File: src/rtl/bcd_mod_counter_display.sv
// Purpose: BCD modulo-MODULUS counter (1..8 digits) with run/pause, up/down, load, cascade input and multiplexed 7-segment drive.
// Latency: count/carry_out update one clk after the step or load; seg_com/seg_data are registered one clk after index/count change.
// Backpressure: none; run=0 holds count and prescaler, while the display scan keeps running.
//
// Ports:
//   clk, rst             rising-edge clock, synchronous active-high reset
//   run, casc_in, up     count enable, cascade step strobe (CASCADE=1), direction
//   load, load_val       synchronous load of a BCD value (invalid values load 0)
//   count, carry_out     current BCD count, one-cycle wrap pulse
//   seg_com, seg_data    active-low digit select, active-high segments {a..g,dp}
module bcd_mod_counter_display #(
    parameter int DIGITS   = 2,
    parameter int MODULUS  = 60,
    parameter int TICK_DIV = 1000000,
    parameter int SCAN_DIV = 1000,
    parameter int CASCADE  = 0,
    parameter int BLANK_LZ = 0
) (
    input  logic                  clk,
    input  logic                  rst,
    input  logic                  run,
    input  logic                  casc_in,
    input  logic                  up,
    input  logic                  load,
    input  logic [4*DIGITS-1:0]   load_val,
    output logic [4*DIGITS-1:0]   count,
    output logic                  carry_out,
    output logic [7:0]            seg_com,
    output logic [7:0]            seg_data
);

    localparam int CW = 4 * DIGITS;
    localparam int PW = (TICK_DIV > 1) ? $clog2(TICK_DIV) : 1;
    localparam int SW = (SCAN_DIV > 1) ? $clog2(SCAN_DIV) : 1;

    function automatic logic [CW-1:0] int_to_bcd(input int v);
        logic [CW-1:0] r;
        int            t;
        r = '0;
        t = v;
        for (int i = 0; i < DIGITS; i++) begin
            r[4*i +: 4] = 4'(t % 10);
            t           = t / 10;
        end
        return r;
    endfunction

    function automatic logic [7:0] glyph(input logic [3:0] d);
        logic [7:0] g;
        case (d)
            4'd0:    g = 8'hFC;
            4'd1:    g = 8'h60;
            4'd2:    g = 8'hDA;
            4'd3:    g = 8'hF2;
            4'd4:    g = 8'h66;
            4'd5:    g = 8'hB6;
            4'd6:    g = 8'hBE;
            4'd7:    g = 8'hE0;
            4'd8:    g = 8'hFE;
            4'd9:    g = 8'hF6;
            default: g = 8'h00;
        endcase
        return g;
    endfunction

    // Highest legal count in BCD; used both as the up-wrap point and the down-wrap target.
    localparam logic [CW-1:0] MAX_BCD  = int_to_bcd(MODULUS - 1);
    localparam logic [PW-1:0] PRE_LAST = PW'(TICK_DIV - 1);
    localparam logic [SW-1:0] SCN_LAST = SW'(SCAN_DIV - 1);
    localparam logic [2:0]    IDX_LAST = 3'(DIGITS - 1);

    logic [PW-1:0] pre_cnt;
    logic [SW-1:0] scan_tmr;
    logic [2:0]    scan_idx;
    logic          step;
    logic          load_ok;
    logic [CW-1:0] cnt_inc;
    logic [CW-1:0] cnt_dec;
    logic [31:0]   cnt_pad;
    logic [7:0]    lz_mask;
    logic [3:0]    sel_digit;
    logic          sel_blank;

    // ---------------- step generation ----------------
    always_comb begin
        step = 1'b0;
        if (CASCADE != 0) begin
            step = run & casc_in;
        end else begin
            step = run & (pre_cnt == PRE_LAST);
        end
    end

    always_ff @(posedge clk) begin
        if (rst) begin
            pre_cnt <= '0;
        end else if ((CASCADE != 0) || load) begin
            pre_cnt <= '0;
        end else if (run) begin
            pre_cnt <= (pre_cnt == PRE_LAST) ? '0 : pre_cnt + PW'(1);
        end
    end

    // ---------------- BCD arithmetic ----------------
    // Per-digit ripple: a 9 (or 0 when decrementing) rolls over and passes the carry up.
    always_comb begin
        logic ci;
        logic bi;
        cnt_inc = count;
        cnt_dec = count;
        ci      = 1'b1;
        bi      = 1'b1;
        for (int i = 0; i < DIGITS; i++) begin
            if (ci) begin
                if (count[4*i +: 4] == 4'd9) begin
                    cnt_inc[4*i +: 4] = 4'd0;
                end else begin
                    cnt_inc[4*i +: 4] = count[4*i +: 4] + 4'd1;
                    ci                = 1'b0;
                end
            end
            if (bi) begin
                if (count[4*i +: 4] == 4'd0) begin
                    cnt_dec[4*i +: 4] = 4'd9;
                end else begin
                    cnt_dec[4*i +: 4] = count[4*i +: 4] - 4'd1;
                    bi                = 1'b0;
                end
            end
        end
    end

    // With every nibble a valid decimal digit, packed BCD orders like the number itself.
    always_comb begin
        load_ok = (load_val <= MAX_BCD);
        for (int i = 0; i < DIGITS; i++) begin
            if (load_val[4*i +: 4] > 4'd9) begin
                load_ok = 1'b0;
            end
        end
    end

    always_ff @(posedge clk) begin
        if (rst) begin
            count     <= '0;
            carry_out <= 1'b0;
        end else begin
            carry_out <= 1'b0;
            if (load) begin
                count <= load_ok ? load_val : '0;
            end else if (step) begin
                if (up) begin
                    if (count == MAX_BCD) begin
                        count     <= '0;
                        carry_out <= 1'b1;
                    end else begin
                        count <= cnt_inc;
                    end
                end else begin
                    if (count == '0) begin
                        count     <= MAX_BCD;
                        carry_out <= 1'b1;
                    end else begin
                        count <= cnt_dec;
                    end
                end
            end
        end
    end

    // ---------------- display scan ----------------
    always_ff @(posedge clk) begin
        if (rst) begin
            scan_tmr <= '0;
            scan_idx <= '0;
        end else if (scan_tmr == SCN_LAST) begin
            scan_tmr <= '0;
            scan_idx <= (scan_idx == IDX_LAST) ? 3'd0 : scan_idx + 3'd1;
        end else begin
            scan_tmr <= scan_tmr + SW'(1);
        end
    end

    assign cnt_pad   = 32'(count);
    assign sel_digit = cnt_pad[{scan_idx, 2'b00} +: 4];

    // lz_mask[i] is set when digit i and every digit above it are zero; digit 0 is never blanked.
    always_comb begin
        logic hz;
        lz_mask = '0;
        hz      = 1'b1;
        for (int i = 7; i >= 1; i--) begin
            hz         = hz & (cnt_pad[4*i +: 4] == 4'd0);
            lz_mask[i] = hz;
        end
    end

    assign sel_blank = (BLANK_LZ != 0) && lz_mask[scan_idx];

    always_ff @(posedge clk) begin
        if (rst) begin
            seg_com  <= 8'hFE;
            seg_data <= 8'hFC;
        end else begin
            seg_com  <= ~(8'b1 << scan_idx);
            seg_data <= sel_blank ? 8'h00 : glyph(sel_digit);
        end
    end

endmodule

File: config.mk
export PLATFORM = sky130hd
export DESIGN_NAME = bcd_mod_counter_display
export DESIGN_NICKNAME = d
export VERILOG_FILES = /design/src/rtl/bcd_mod_counter_display.sv
export SDC_FILE = /design/constraint.sdc
export NUM_CORES = 1
export LEC_CHECK = 0
export CORE_MARGIN = 2
export CORE_UTILIZATION = 45
export CTS_CLUSTER_DIAMETER = 100
export CTS_CLUSTER_SIZE = 16
export DETAILED_ROUTE_END_ITERATION = 10
export PLACE_DENSITY = 0.74
export SKIP_CTS_REPAIR_TIMING = 1
export SKIP_LAST_GASP = 1
export SYNTH_ARGS = -nofsm -noshare
export SYNTH_HDL_FRONTEND = slang
export SYNTH_SLANG_ARGS = --single-unit
File: constraint.sdc
create_clock -name clk -period 2.3 [get_ports clk]
set_clock_uncertainty 0.2 [all_clocks]
set_input_delay 0.46 -clock clk [delete_from_list [all_inputs] [get_ports clk]]
set_output_delay 0.46 -clock clk [all_outputs]
set_load 0.01 [all_outputs]
==> results of run 1 <==
[per-stage QoR]
step | instances | worst slack [ns] | area [um2] | utilization [%]
2_1_floorplan | 344 | 0.141 | 2990 | -
6_report | 481 | 0.0914 | 3770 | 59.1
4_1_cts | 481 | 0.0930 | 3770 | 59.1
3_5_place_dp | 465 | -0.184 | 3520 | 55.2
3_3_place_gp | 465 | -0.152 | 3520 | 55.2
5_1_grt | 481 | 0.0226 | 3770 | 59.1
[worst paths after layout]
kind | to | depth (start not counted)
setup reg to reg | count[7] | 7
hold / removal | scan_tmr[0] | 1
hold reg to reg | scan_tmr[0] | 1
setup / recovery | count[3] | 1
[per-layer routing]
| layer | share of wire, % | GRT usage (%) |
|---|---|---|
| met5 | 0 | 0 |
| met4 | 3.0 | 10.8 |
| met3 | 5.0 | 3.70 |
| met2 | 46 | 30.4 |
| met1 | 46 | 22.3 |
[final cells by class]
type	instances	share of cell area, %
well taps	77	2.55
flip-flops and latches	57	30.2
clock inverters	7	3.32
multi-input cells	256	44.5
repair buffers	60	14.7
clock buffers	9	3.28
inverters	15	1.49
[flip-flops by register name (all words and copies together) (netlist names)]
signal / flops
carry_out: 1
count: 8
pre_cnt: 20
scan_idx: 3
scan_tmr: 10
seg_com: 8
seg_data: 7
[cells in the final DEF, fill, tap and decap left out, types with 4 or more instances in the layout]
cell type / netlist / final
sky130_fd_sc_hd__dfxtp_1: 57 / 57
sky130_fd_sc_hd__nor2_1: 56 / 56
sky130_fd_sc_hd__clkdlybuf4s50_1: 0 / 36
sky130_fd_sc_hd__nand2_1: 24 / 24
sky130_fd_sc_hd__buf_4: 3 / 23
sky130_fd_sc_hd__nand3_1: 17 / 17
sky130_fd_sc_hd__xor2_1: 16 / 16
sky130_fd_sc_hd__inv_1: 14 / 14
sky130_fd_sc_hd__ha_1: 13 / 13
sky130_fd_sc_hd__xnor2_1: 12 / 12
sky130_fd_sc_hd__nand4_1: 9 / 9
sky130_fd_sc_hd__clkbuf_8: 0 / 9
sky130_fd_sc_hd__o21ai_0: 8 / 8
sky130_fd_sc_hd__a21oi_1: 8 / 8
sky130_fd_sc_hd__mux2i_1: 6 / 6
sky130_fd_sc_hd__a211oi_1: 6 / 6
sky130_fd_sc_hd__o21ai_1: 6 / 6
sky130_fd_sc_hd__and3_1: 5 / 5
sky130_fd_sc_hd__a221oi_1: 5 / 5
sky130_fd_sc_hd__and2_1: 4 / 4
sky130_fd_sc_hd__nor3_1: 4 / 4
sky130_fd_sc_hd__nor4_1: 4 / 4
[cells by family (layout without fill, tap and decap cells)]
logic type	Yosys count	after routing	share of synthesized area (%)
fa+ha+maj	13	13	5.45
flops	57	57	38.2
mux	7	7	2.39
compound gates	56	56	13.7
xor+xnor	28	28	8.21
buf+inv	31	91	5.61
other cells	1	1	0.126
simple gates	151	151	26.3
[power groups by stage]
stage                     registers, mW  logic [mW]  clock network (mW)
after detailed placement           1.06       0.277                   0
after floorplan                    1.06       0.159                   0
after CTS                          1.03       0.280                1.22
after global placement             1.05       0.273                   0
after global routing               1.04       0.311                1.25
final                              1.03       0.281                1.19
==> summary.md, run 1 <==
| Metric | Value |
|---|---|
| TritonCTS clock tree | done |
| Share of the synthesized area in the top cell type | 38.2% |
| Pwr Density | 664 nW/um2 |
| Final critical path time including I/O delays and setup | roughly 2.2 ns |
| Number of register bits inferred by synthesis | between 50 and 60 |
| Slew HR | 58.1% |
| Cell internal power dissipation | 1.88 mW |
| Number of global-route vias before repair | 2480 |
| Top-level I/O count | 39 |
| Type of element launching the critical path | flip-flop |
| FF+latch area | 1140 um2 |
| R2r startpoint | count[1] |
| Reported max-cap violation count | 0 |
| Starting utilization of the core area | 46.8% |
| TritonCTS buffer count | 9 |
| Overall Global Routing Usage | 18.5% |
| Worst reg-to-reg setup slack | about 0.16 ns |
| Root buffer cell | sky130_fd_sc_hd__clkbuf_8 |
| Detailed router's first-iteration violation count | roughly 150 |
| Top-count cell post-synth | sky130_fd_sc_hd__dfxtp_1 |
| IR drop worst, VDD | 0.401 mV |
| Post-synthesis average cell area | 8.68 um2 |
| GP Congestion | 0.866 |
| Clock transition at the register clock pins on the worst setup and hold paths after CTS | 0.07 ns |
| Final-layout fill cell count | 555 |
| Count of yosys warnings during synthesis | 0 |
| Largest cells by area after synthesis | sky130_fd_sc_hd__dfxtp_1, sky130_fd_sc_hd__nor2_1, sky130_fd_sc_hd__ha_1 |
| Maximum cell stage delay along the critical path | 0.62 ns |
| Number of I/O port buffers | 36 |
| Library cell contributing the largest single delay on the critical path | sky130_fd_sc_hd__clkdlybuf4s50_1 |
| Maximum clock frequency | 453 MHz |
| Delay-heaviest family, CP | buffers and inverters |
| Share of layout cells above drive strength 1 | 13.9% |
| Psw | about 620 uW |
| Run status | complete, no violations |
| Top cells by count, synth | sky130_fd_sc_hd__dfxtp_1, sky130_fd_sc_hd__nor2_1, sky130_fd_sc_hd__nand2_1, sky130_fd_sc_hd__nand3_1, sky130_fd_sc_hd__xor2_1 |
| Sequential fraction of the synthesis area | 38.2% |
| Most frequently used flop master after synthesis | sky130_fd_sc_hd__dfxtp_1 |
| Switching Share | around 25% |
| Critical path buffer and inverter count | 1 |
| CP Launch Point | count[3] |
| Core area | 6390 um2 |
| Static power due to leakage | about 1.5 nW |
| Final setup TNS | 0 ns |
| Number of pins exceeding their max-slew limit in the final report | 0 |
| Number of sinks handled by clock tree synthesis | 57 |
| Final Hold Violating Endpoints | 0 |
| Maximum number of pins on one net before global-route repair | 21 |
| Startpoint of the worst hold path | scan_tmr[0] |
| DR DRC count | 0 |
| Post-detailed-routing wire length | 6.29 mm |
| Die height | 85.5 um |
| Ordered list of cells on the worst path | clkdlybuf4s50_1 |
| CP Class | flip-flop to output port |
| Critical Path RT | 1.64 ns |
| Slew at the pin with the worst max-slew slack | about 0.62 ns |
| Overall overflow remaining after global route | 0 |
| Multi-input gate area in the final layout | 1680 um2 |
| Layout net count | 426 |
| Portion of total power attributed to the clock network | 47.6% |
| Final HPWL DP | 4.52 mm |
| Worst hold slack | 0.240 ns |
| Overall power of the completed layout | between 2 and 3 mW |
| Post-synth EDFFs | 0 |
| Die width | 85.5 um |
| Classification of the worst-slack hold path | flip-flop to flip-flop |
| Buffer levels on the longest clock path | 2 |
| Antenna violations before repair | 0 |
| Detail-routed via count per cell | 5.37 |
| Number of nets still failing antenna checks after routing | 0 |
| Number of diodes added for antenna fixing | 0 |
| Die Outline Area | 7300 um2 |
| CTS HTree Levels | 3 |
| Count of TritonRoute iterations in the first routing pass | 5 |
| Final setup violation count | 0 |
| Sequential share of power | between 40% and 50% |
| Largest fanout of any net on the critical path | 12 |
| Synthesis-to-finish area growth | 26.4% |
| Vias | roughly 2600 |
| Post-Syn Nets | ~370 |
| Wire length of the first global-routing pass | approximately 11 mm |
| Async set-reset flop share out of synthesis | 0% |
| Cell type with the largest total area after synthesis | sky130_fd_sc_hd__dfxtp_1 |
| Cell variety after synth | 62 |
| Drt wl/cell | 13.1 um |
| Number of instances in the synthesized netlist | roughly 340 |
| Cell area after synthesis | 2990 um2 |
| Ratio of final minimum period to clock period | 96.0% |
| WP data arrival | 1.55 ns |
| Standard-cell row count | 29 |
| RSZ-0062 raised after global routing | no |
| Sort of element at the end of the critical path | output port |
| Clk_lat worst skew | 0.35 ns |
| Relative contribution of combinational cells to total power | 11.2% |
Power figures use the tool's default switching activity.
==> inputs of run 2 (changes only) <==
- CORE_MARGIN: 2 -> 4
==> run 2 against run 1 <==
Compared with the run above: die area up 9.6%; core utilization down 1.1 points; global-route usage shrank 1.3 points; register-to-register slack improved by 0.02 ns; non-clock buffer count fell by 2; via count increased by 0.85%; sequential share of layout area increased by 0.57 points; maximum frequency is 2.0% higher; worst hold slack worse by 0.0018 ns; largest cell class unchanged; largest power group is now sequential cells.
==> summary.md, run 2 (same netlist as run 1, synthesis figures left out) <==
| Metric | Value |
|---|---|
| Run status | complete, no violations |
| Number of sinks handled by clock tree synthesis | between 50 and 60 |
| CP Launch Point | count[3] |
| Reg2reg end | count[6] |
| Cell Area, Placed | 3510 um2 |
| Wire length of the first global-routing pass | 10.8 mm |
| Drt wl/cell | 13.2 um |
| Overall overflow remaining after global route | 0 |
| Standard-cell row count | 29 |
| Slew at the pin with the worst max-slew slack | 0.652 ns |
| TritonCTS buffer count | 9 |
| Classification of the worst-slack hold path | flip-flop to flip-flop |
| Die width | 89.5 um |
| Largest register by flop count | pre_cnt |
| Detail-routed via count per cell | 5.45 |
| Clk_lat worst skew | around 0.34 ns |
| Path depth of the worst reg2reg path | 7 |
| Ratio of final minimum period to clock period | a little over nine tenths |
| GP Congestion | just under 0.9 |
| Detailed router's first-iteration violation count | around 110 |
| Layout net count | 424 |
| Count of TritonRoute iterations in the first routing pass | 4 |
| Core area | roughly 6400 um2 |
| CP Class | flip-flop to output port |
| Overall Global Routing Usage | between 10% and 20% |
| WP data arrival | 1.50 ns |
| Relative contribution of combinational cells to total power | roughly an eighth |
| Biggest regs | pre_cnt (20), scan_tmr (10) |
| CTS HTree Levels | 3 |
| Type of element launching the critical path | flip-flop |
| Top-level I/O count | 39 |
| CP endpoint | count[3] |
| Pre-CTS setup slack | -0.166 ns |
| Buffer levels on the longest clock path | 2 |
| Number of global-route vias before repair | approximately 2400 |
| DR DRC count | 0 |
| Number of nets still failing antenna checks after routing | 0 |
| Worst reg-to-reg setup slack | around 0.18 ns |
| Final Hold Violating Endpoints | 0 |
| Area of all placed cells without fillers | between 3000 and 4000 um2 |
| Vias | 2606 |
| Die height | 89.5 um |
| Largest fanout of any net on the critical path | 7 |
| Leading cell types in the layout, fill and taps excluded | sky130_fd_sc_hd__dfxtp_1, sky130_fd_sc_hd__nor2_1, sky130_fd_sc_hd__clkdlybuf4s50_1, sky130_fd_sc_hd__nand2_1, sky130_fd_sc_hd__buf_4 |
| Sort of element at the end of the critical path | output port |
| Share of layout cells above drive strength 1 | 13.2% |
| RSZ-0062 raised after global routing | no |
| Number of pins exceeding their max-slew limit in the final report | 0 |
| Reported max-cap violation count | 0 |
| Final HPWL DP | 4.65 mm |
| Portion of total power attributed to the clock network | roughly two fifths |
| Psw | around 560 uW |
| Antenna violations before repair | 0 |
| Number of flip-flops in the largest register | 20 |
| Static power due to leakage | around 1.4 nW |
| Number of stages on the worst hold path | 1 |
| R2r startpoint | count[1] |
| Most frequent standard cell in the layout excluding fill and tap cells | sky130_fd_sc_hd__dfxtp_1 |
| Critical Path RT | 1.64 ns |
| Pwr Density | ~600 nW/um2 |
| Root buffer cell | sky130_fd_sc_hd__clkbuf_8 |
| Slew HR | 56.2% |
| Overall power of the completed layout | 2.23 mW |
| Final critical path time including I/O delays and setup | between 2 and 2.5 ns |
| Post-detailed-routing wire length | 6.32 mm |
| Final setup TNS | 0 ns |
| Final setup margin | approximately 0.14 ns |
| IR drop worst, VDD | 0.348 mV |
| Number of diodes added for antenna fixing | 0 |
| Final setup violation count | 0 |
| Sequential share of power | 46.4% |
| Final-layout fill cell count | 590 |
| Number of I/O port buffers | 36 |
| Maximum clock frequency | approximately 460 MHz |
| Synthesis-to-finish area growth | 24.0% |
| TritonCTS clock tree | done |
| Die Outline Area | 8000 um2 |
| Starting utilization of the core area | a little under half |
| Switching Share | 25.0% |
| Maximum number of pins on one net before global-route repair | 21 |
| Clock transition at the register clock pins on the worst setup and hold paths after CTS | 0.07 ns |
| Cell internal power dissipation | 1.67 mW |
run 2: worst min-delay path by stage:
| stage | start | endpoint | slack [ns] |
|---|---|---|---|
| 2_1_floorplan | scan_tmr[0] | scan_tmr[0] | 0.21 |
| 3_3_place_gp | scan_tmr[0] | scan_tmr[0] | 0.23 |
| 3_5_place_dp | scan_tmr[0] | scan_tmr[0] | 0.23 |
| 4_1_cts | scan_tmr[0] | scan_tmr[0] | 0.24 |
| 5_1_grt | scan_tmr[0] | scan_tmr[0] | 0.28 |
| 6_report | scan_tmr[0] | scan_tmr[0] | 0.24 |
run 2: power groups by stage:
stage               logic (mW)  registers, mW  clock network [mW]
floorplan                0.159           1.06                   0
global placement         0.272           1.06                   0
detailed placement       0.276           1.06                   0
CTS                      0.278           1.03               0.943
global route             0.309           1.04               0.980
finish                   0.277           1.04               0.917
run 2: per-layer routing:
layer	vias up	wire length, um	track usage [%]
met3	12	396	4.61
met4	0	109	5.82
li1	1301	-	-
met5	-	0	0
met1	1215	2790	21.0
met2	78	3030	29.1
run 2: worst max-delay path, cell delays in order (launching register included):
cell and delay, ns:
sky130_fd_sc_hd__dfxtp_1 0.44, sky130_fd_sc_hd__buf_4 0.19, sky130_fd_sc_hd__clkdlybuf4s50_1 0.54
run 2: area by class of cell:
type / instances / area, um2 / share of cell area [%]
timing repair buffer: 58 / 538 / 14.5
tap: 77 / 96.3 / 2.60
clock buffer: 10 / 138 / 3.72
sequential: 57 / 1140 / 30.8
clock inverter: 5 / 56.3 / 1.52
inverter: 15 / 56.3 / 1.52
multi-input combinational: 256 / 1680 / 45.3
run 2: stage by stage:
step	utilization [%]	hold WS (ns)	instances
2_1_floorplan	-	0.213	344
4_1_cts	58.0	0.243	478
6_report	58.0	0.238	478
3_5_place_dp	55.0	0.234	463
5_1_grt	58.0	0.280	478
3_3_place_gp	55.0	0.227	463
